## src/rtl/sdft_pkg.sv

```systemverilog
// Constants and rounding/saturation helpers shared by the sdft datapath blocks.
package sdft_pkg;

   localparam int pipe_latency = 3;

   // Half-LSB bias that makes a right shift by 'shift' round half-up.
   function automatic longint round_bias(input int shift);
      return (shift > 0) ? (longint'(1) <<< (shift - 1)) : longint'(0);
   endfunction

   function automatic longint sat_hi(input int width);
      return (longint'(1) <<< (width - 1)) - longint'(1);
   endfunction

   function automatic longint sat_lo(input int width);
      return -(longint'(1) <<< (width - 1));
   endfunction

endpackage

```

## src/rtl/complex_mult_pipe_if.sv

```systemverilog
// Operand/result handshake bundle for complex_mult_pipe; slave is the multiplier side.
interface complex_mult_pipe_if #(
   parameter int data_in_width  = 8,
   parameter int data_out_width = 16
);
   logic                             in_valid;
   logic                             in_ready;
   logic                             conj_b;
   logic signed [data_in_width-1:0]  a_real;
   logic signed [data_in_width-1:0]  a_imag;
   logic signed [data_in_width-1:0]  b_real;
   logic signed [data_in_width-1:0]  b_imag;
   logic                             out_valid;
   logic                             out_ready;
   logic signed [data_out_width-1:0] out_real;
   logic signed [data_out_width-1:0] out_imag;
   logic                             out_sat;

   modport master (
      output in_valid, conj_b, a_real, a_imag, b_real, b_imag, out_ready,
      input  in_ready, out_valid, out_real, out_imag, out_sat
   );

   modport slave (
      input  in_valid, conj_b, a_real, a_imag, b_real, b_imag, out_ready,
      output in_ready, out_valid, out_real, out_imag, out_sat
   );
endinterface

```

## src/rtl/complex_round_sat.sv

```systemverilog
// Round-half-up, arithmetic shift and clamp/wrap of one signed component; combinational.
// ovf flags any scaled value outside the output range, whether it was clamped or wrapped.
module complex_round_sat
   import sdft_pkg::*;
#(
   parameter int in_width  = 18,
   parameter int out_width = 16,
   parameter int shift     = 0,
   parameter int saturate  = 1
) (
   input  logic signed [in_width-1:0]  value,
   output logic signed [out_width-1:0] result,
   output logic                        ovf
);
   // One guard bit above the wider of input and output keeps the bias add and bound compares exact.
   localparam int w = ((in_width > out_width) ? in_width : out_width) + 1;
   localparam logic signed [w-1:0] bias = w'(round_bias(shift));
   localparam logic signed [w-1:0] hi   = w'(sat_hi(out_width));
   localparam logic signed [w-1:0] lo   = w'(sat_lo(out_width));

   logic signed [w-1:0] ext;
   logic signed [w-1:0] biased;
   logic signed [w-1:0] scaled;

   assign ext    = w'(value);
   assign biased = ext + bias;
   assign scaled = biased >>> shift;

   always_comb begin
      ovf    = (scaled > hi) || (scaled < lo);
      result = out_width'(scaled);
      if ((saturate != 0) && ovf) begin
         result = (scaled > hi) ? out_width'(hi) : out_width'(lo);
      end
   end

endmodule

```

## src/rtl/complex_mult_pipe.sv

```systemverilog
// Three-stage complex multiplier with optional conjugate of b, round-half-up scaling and clamp/wrap.
// Latency 3 cycles; a single advance enable stalls every stage while the output is held.
module complex_mult_pipe
   import sdft_pkg::*;
#(
   parameter int data_in_width  = 8,
   parameter int data_out_width = 16,
   parameter int shift          = 0,
   parameter int saturate       = 1
) (
   input logic                 clk,
   input logic                 reset,
   complex_mult_pipe_if.slave  bus
);
   // b_imag carries one extra bit so negating the most negative value stays exact.
   localparam int prod_width = 2 * data_in_width + 2;

   logic adv;

   logic                            s1_vld;
   logic signed [data_in_width-1:0] s1_ar;
   logic signed [data_in_width-1:0] s1_ai;
   logic signed [data_in_width-1:0] s1_br;
   logic signed [data_in_width:0]   s1_bi;

   logic                         s2_vld;
   logic signed [prod_width-1:0] s2_rr;
   logic signed [prod_width-1:0] s2_ii;
   logic signed [prod_width-1:0] s2_ri;
   logic signed [prod_width-1:0] s2_ir;

   logic signed [data_in_width:0]     bi_ext;
   logic signed [data_in_width:0]     bi_eff;
   logic signed [prod_width-1:0]      sum_re;
   logic signed [prod_width-1:0]      sum_im;
   logic signed [data_out_width-1:0]  res_re;
   logic signed [data_out_width-1:0]  res_im;
   logic                              ovf_re;
   logic                              ovf_im;

   assign adv          = bus.out_ready || !bus.out_valid;
   assign bus.in_ready = adv;

   assign bi_ext = (data_in_width + 1)'(bus.b_imag);
   assign bi_eff = bus.conj_b ? -bi_ext : bi_ext;

   assign sum_re = s2_rr - s2_ii;
   assign sum_im = s2_ri + s2_ir;

   complex_round_sat #(
      .in_width  (prod_width),
      .out_width (data_out_width),
      .shift     (shift),
      .saturate  (saturate)
   ) u_rs_re (
      .value  (sum_re),
      .result (res_re),
      .ovf    (ovf_re)
   );

   complex_round_sat #(
      .in_width  (prod_width),
      .out_width (data_out_width),
      .shift     (shift),
      .saturate  (saturate)
   ) u_rs_im (
      .value  (sum_im),
      .result (res_im),
      .ovf    (ovf_im)
   );

   // Valid chain and result registers; reset wins over advance and any input transfer.
   always_ff @(posedge clk) begin
      if (reset) begin
         s1_vld        <= 1'b0;
         s2_vld        <= 1'b0;
         bus.out_valid <= 1'b0;
         bus.out_real  <= '0;
         bus.out_imag  <= '0;
         bus.out_sat   <= 1'b0;
      end else if (adv) begin
         s1_vld        <= bus.in_valid;
         s2_vld        <= s1_vld;
         bus.out_valid <= s2_vld;
         if (s2_vld) begin
            bus.out_real <= res_re;
            bus.out_imag <= res_im;
            bus.out_sat  <= ovf_re || ovf_im;
         end
      end
   end

   always_ff @(posedge clk) begin
      if (adv) begin
         s1_ar <= bus.a_real;
         s1_ai <= bus.a_imag;
         s1_br <= bus.b_real;
         s1_bi <= bi_eff;
         s2_rr <= prod_width'(s1_ar) * prod_width'(s1_br);
         s2_ii <= prod_width'(s1_ai) * prod_width'(s1_bi);
         s2_ri <= prod_width'(s1_ar) * prod_width'(s1_bi);
         s2_ir <= prod_width'(s1_ai) * prod_width'(s1_br);
      end
   end

endmodule

```

## src/flat_wrapper.sv

```systemverilog
// flat-port wrapper written by rule: the top's interface ports become plain ports
module complex_mult_pipe_flat import sdft_pkg::*;
#(
   parameter int data_in_width  = 8,
   parameter int data_out_width = 16,
   parameter int shift          = 0,
   parameter int saturate       = 1
)
  (clk, reset, bus_in_valid, bus_conj_b, bus_a_real, bus_a_imag, bus_b_real, bus_b_imag, bus_out_ready, bus_in_ready, bus_out_valid, bus_out_real, bus_out_imag, bus_out_sat);
  complex_mult_pipe_if #(.data_in_width(data_in_width), .data_out_width(data_out_width)) bus_i ();
  input logic clk;
  input logic reset;
  input wire logic [$bits(bus_i.in_valid)-1:0] bus_in_valid;
  input wire logic [$bits(bus_i.conj_b)-1:0] bus_conj_b;
  input wire logic [$bits(bus_i.a_real)-1:0] bus_a_real;
  input wire logic [$bits(bus_i.a_imag)-1:0] bus_a_imag;
  input wire logic [$bits(bus_i.b_real)-1:0] bus_b_real;
  input wire logic [$bits(bus_i.b_imag)-1:0] bus_b_imag;
  input wire logic [$bits(bus_i.out_ready)-1:0] bus_out_ready;
  output wire logic [$bits(bus_i.in_ready)-1:0] bus_in_ready;
  output wire logic [$bits(bus_i.out_valid)-1:0] bus_out_valid;
  output wire logic [$bits(bus_i.out_real)-1:0] bus_out_real;
  output wire logic [$bits(bus_i.out_imag)-1:0] bus_out_imag;
  output wire logic [$bits(bus_i.out_sat)-1:0] bus_out_sat;
  assign bus_i.in_valid = bus_in_valid;
  assign bus_i.conj_b = bus_conj_b;
  assign bus_i.a_real = bus_a_real;
  assign bus_i.a_imag = bus_a_imag;
  assign bus_i.b_real = bus_b_real;
  assign bus_i.b_imag = bus_b_imag;
  assign bus_i.out_ready = bus_out_ready;
  assign bus_in_ready = bus_i.in_ready;
  assign bus_out_valid = bus_i.out_valid;
  assign bus_out_real = bus_i.out_real;
  assign bus_out_imag = bus_i.out_imag;
  assign bus_out_sat = bus_i.out_sat;
  complex_mult_pipe #(.data_in_width(data_in_width), .data_out_width(data_out_width), .shift(shift), .saturate(saturate)) u_core (.clk(clk), .reset(reset), .bus(bus_i));
endmodule
```

## config.mk

```make
export PLATFORM = sky130hd
export DESIGN_NAME = complex_mult_pipe_flat
export DESIGN_NICKNAME = d
export VERILOG_FILES = /design/src/rtl/sdft_pkg.sv /design/src/rtl/complex_mult_pipe_if.sv /design/src/rtl/complex_round_sat.sv /design/src/rtl/complex_mult_pipe.sv /design/src/flat_wrapper.sv
export SDC_FILE = /design/constraint.sdc
export NUM_CORES = 1
export LEC_CHECK = 0
export CAP_MARGIN = 20
export CORE_UTILIZATION = 65
export CTS_BUF_LIST = sky130_fd_sc_hd__clkbuf_4 sky130_fd_sc_hd__clkbuf_8
export DETAILED_ROUTE_END_ITERATION = 7
export HOLD_SLACK_MARGIN = 0.12
export MAX_ROUTING_LAYER = met4
export PLACE_DENSITY = 0.85
export SLEW_MARGIN = 20
export SYNTH_ARGS = -nofsm -noshare
export SYNTH_HDL_FRONTEND = slang
export SYNTH_SLANG_ARGS = --single-unit
```

## constraint.sdc

```tcl
create_clock -name clk -period 6.4 [get_ports clk]
set_input_delay 0.64 -clock clk [delete_from_list [all_inputs] [get_ports clk]]
set_output_delay 0.64 -clock clk [all_outputs]
set_load 0.02 [all_outputs]
```

==> impl_metrics.env <==
export IMPL_fin_util_pct=71.9
export IMPL_synth_area_sq_um=16900
export IMPL_synth_warnings=0
export IMPL_cts_tree="done"
export IMPL_yosysUniqueCellTypes=73
export IMPL_p_int_mw=4.94
export IMPL_synth_edf_count=99
export IMPL_grt_pass1_wl_um=58500
export IMPL_hpwl_um=27000
export IMPL_portBuffers=71
export IMPL_finalSetupTns_ns=0
export IMPL_ys_ff_latch=135
export IMPL_synth_seq_area_share_pct=21.9
export IMPL_post_route_period_util_pct=82.6
export IMPL_viasPerCell=5.59
export IMPL_m1WireLength_um=14800
export IMPL_vias=11900
export IMPL_switching_share_pct=48.8
export IMPL_cellLeakagePower_nw=8.58
export IMPL_start_util_pct=66.7
export IMPL_grt_ovfl_total=0
export IMPL_critical_path_peak_fanout=16
export IMPL_avgSynthCellArea_sq_um=9.69
export IMPL_fmax_ghz=0.189
export IMPL_nets=2212
export IMPL_drt_iter0_markers=776
export IMPL_maxCapViolCount=0
export IMPL_outcome="complete, no violations"
export IMPL_stdcell_count=2129
export IMPL_cts_buffers=17
export IMPL_crit_required_ns=6.64
export IMPL_wl_per_cell_um=16.5
export IMPL_rsz0062_at_grt="false"
export IMPL_ys_async_sr_fraction_pct=0
export IMPL_drc=0
export IMPL_grt_pass1_vias=12113
export IMPL_tightest_slew_ns=0.897
export IMPL_htree_levels=4
export IMPL_num_antenna_cells=0
export IMPL_io_pins=72
export IMPL_clkPwrFrac_pct=8.1
export IMPL_final_cell_mix="inv_1 (374), fa_1 (234), and2_1 (174)"
export IMPL_finalSetupViolations=0
export IMPL_p_sw_mw=4.72
export IMPL_clock_sinks=135
export IMPL_finalHoldViolations=0
export IMPL_cts_clk_slew_worst_paths_ns=0.09
export IMPL_detail_route_antenna_nets=0
export IMPL_startpoint="u_core.s1_br[2]"
export IMPL_clock_skew_ns=0.0191
export IMPL_drt_pre_antenna_iters=6
export IMPL_syn_inst=1743
export IMPL_cts_hold_buf=0
export IMPL_grt_max_degree=62
export IMPL_power_frac_comb_pct=74.6
export IMPL_grt_use_total_pct=28.9
export IMPL_pre_cts_slack_ns=1.21
export IMPL_power_share_sequential_pct=17.3
export IMPL_dr_wl_met2_um=16900
export IMPL_rows=58
export IMPL_crit_type="flop to flop"
export IMPL_finalWorstSetupSlack_ns=1.11
export IMPL_chipWidth_um=163
export IMPL_hold_class="flop to flop"
export IMPL_route_final_wire_length_um=35000
export IMPL_final_common_cell="inv_1"
export IMPL_postCtsSetupRepairBufs=0
export IMPL_critPathLaunchType="flop"
export IMPL_top_layer="met4"
export IMPL_place_detailed_instances=2097
export IMPL_ctsResizeCount=0
export IMPL_clockBufferDepth=2
export IMPL_critPathCaptureType="flop"
export IMPL_power_density_nw_per_um2=530
export IMPL_max_slew_margin_pct=40.2
export IMPL_die_h_um=163
export IMPL_min_period_ns=5.29
export IMPL_yosys_most_used_dff="edfxtp_1"
export IMPL_hp_start="u_core.bus.out_real[15]"
export IMPL_maxSlewViolCount=0
export IMPL_place_congestion=0.855
export IMPL_clkLatencyLatePin_ns=0.47
export IMPL_antenna_found_initial=0
export IMPL_syn_to_final_growth_pct=7.88
export IMPL_r2r_start="u_core.s1_br[2]"
export IMPL_dr_wl_met3_um=2240
export IMPL_arrival_ns=5.53
export IMPL_cts_root_buffer="clkbuf_8"
export IMPL_core_area_sq_um=25300
export IMPL_syn_nets=2169
export IMPL_dieArea_sq_um=26600
export IMPL_drive_gt1_share_pct=5.06
export IMPL_ir_worst_vdd_mv=0.353
worst paths after layout:
check,slack (ns),to,cells past startpoint
setup reg to reg,1.11,u_core.s2_rr[14],17
setup / recovery,1.11,u_core.s2_rr[14],17
hold reg to reg,0.50,u_core.bus.out_real[15],2
hold / removal,0.50,u_core.bus.out_real[15],2
final cells by class:
class	instances	area [sq um]
clock buffer	19	255
clock inverter	13	160
fill	1790	7110
inverter	377	1420
multi-input combinational	1183	11600
sequential	135	3690
tap	330	413
timing repair buffer	72	713
flip-flops by register name, summed over array words and instances, names as in the netlist, 9 cells and up:
signal / cells
u_core.s2_ii: 17
u_core.s2_ri: 17
u_core.bus.out_imag: 16
u_core.bus.out_real: 16
u_core.s2_ir: 16
u_core.s2_rr: 16
u_core.s1_bi: 9
power by group through the flow:
stage | registers (mW) | logic [mW] | clock network (mW)
global route | 1.69 | 8.13 | 0.819
detailed placement | 1.68 | 7.11 | 0
CTS | 1.66 | 7.23 | 0.784
finish | 1.67 | 7.21 | 0.780
floorplan | 1.59 | 5.73 | 0
global placement | 1.67 | 6.85 | 0
cell usage after synthesis, types with 24 or more instances:
library cell  count  area share (%)
clkbuf_1         42            0.93
nor2_1          101             2.2
a211oi_2         24             1.8
o21ai_0          30            0.89
fa_1            234              28
xnor2_1          73             3.8
and2_1          175             6.5
dfxtp_1          36             4.3
edfxtp_1         99              18
nand2_1         131             2.9
a21oi_1          39             1.2
ha_1            155              11
inv_1           374             8.3
worst max-delay path, cell delays in order, from the launching register on:
cell	delay (ns)
edfxtp_1	0.70
and2_1	0.32
fa_1	0.53
inv_1	0.06
fa_1	0.54
inv_1	0.05
fa_1	0.47
inv_1	0.05
fa_1	0.47
inv_1	0.04
ha_1	0.32
o21ai_0	0.16
a21boi_0	0.20
o21ai_0	0.26
a21boi_0	0.17
o21ai_0	0.23
nand2_1	0.11
o311ai_0	0.38
stage by stage:
| step | hold slack (ns) | power, mW | instance area [sq um] |
|---|---|---|---|
| after detailed placement | 0.489 | 8.79 | 17800 |
| final | 0.502 | 9.66 | 18200 |
| after global routing | 0.533 | 10.6 | 18200 |
| after global placement | 0.464 | 8.52 | 17800 |
| after floorplan | 0.454 | 7.32 | 16900 |
| after CTS | 0.505 | 9.67 | 18200 |
cells by family after synthesis:
logic type	count (synthesis)	share of synthesized area (%)
AOI/OAI and AO/OA	193	8.95
xor gates and xnor gates	90	4.67
adders and majority gates	389	39.2
buffers and inverters	425	9.69
DFF	135	21.9
muxes	7	0.452
and+or+nand+nor	504	15.1
routing by layer:
| metal | GRT usage, % | vias up |
|---|---|---|
| met5 | - | - |
| met4 | 9.98 | 0 |
| met3 | 4.22 | 64 |
| met2 | 46.2 | 419 |
| met1 | 37.8 | 5863 |
| li1 | - | 5554 |
No activity file was read; power rests on OpenSTA's default activity.
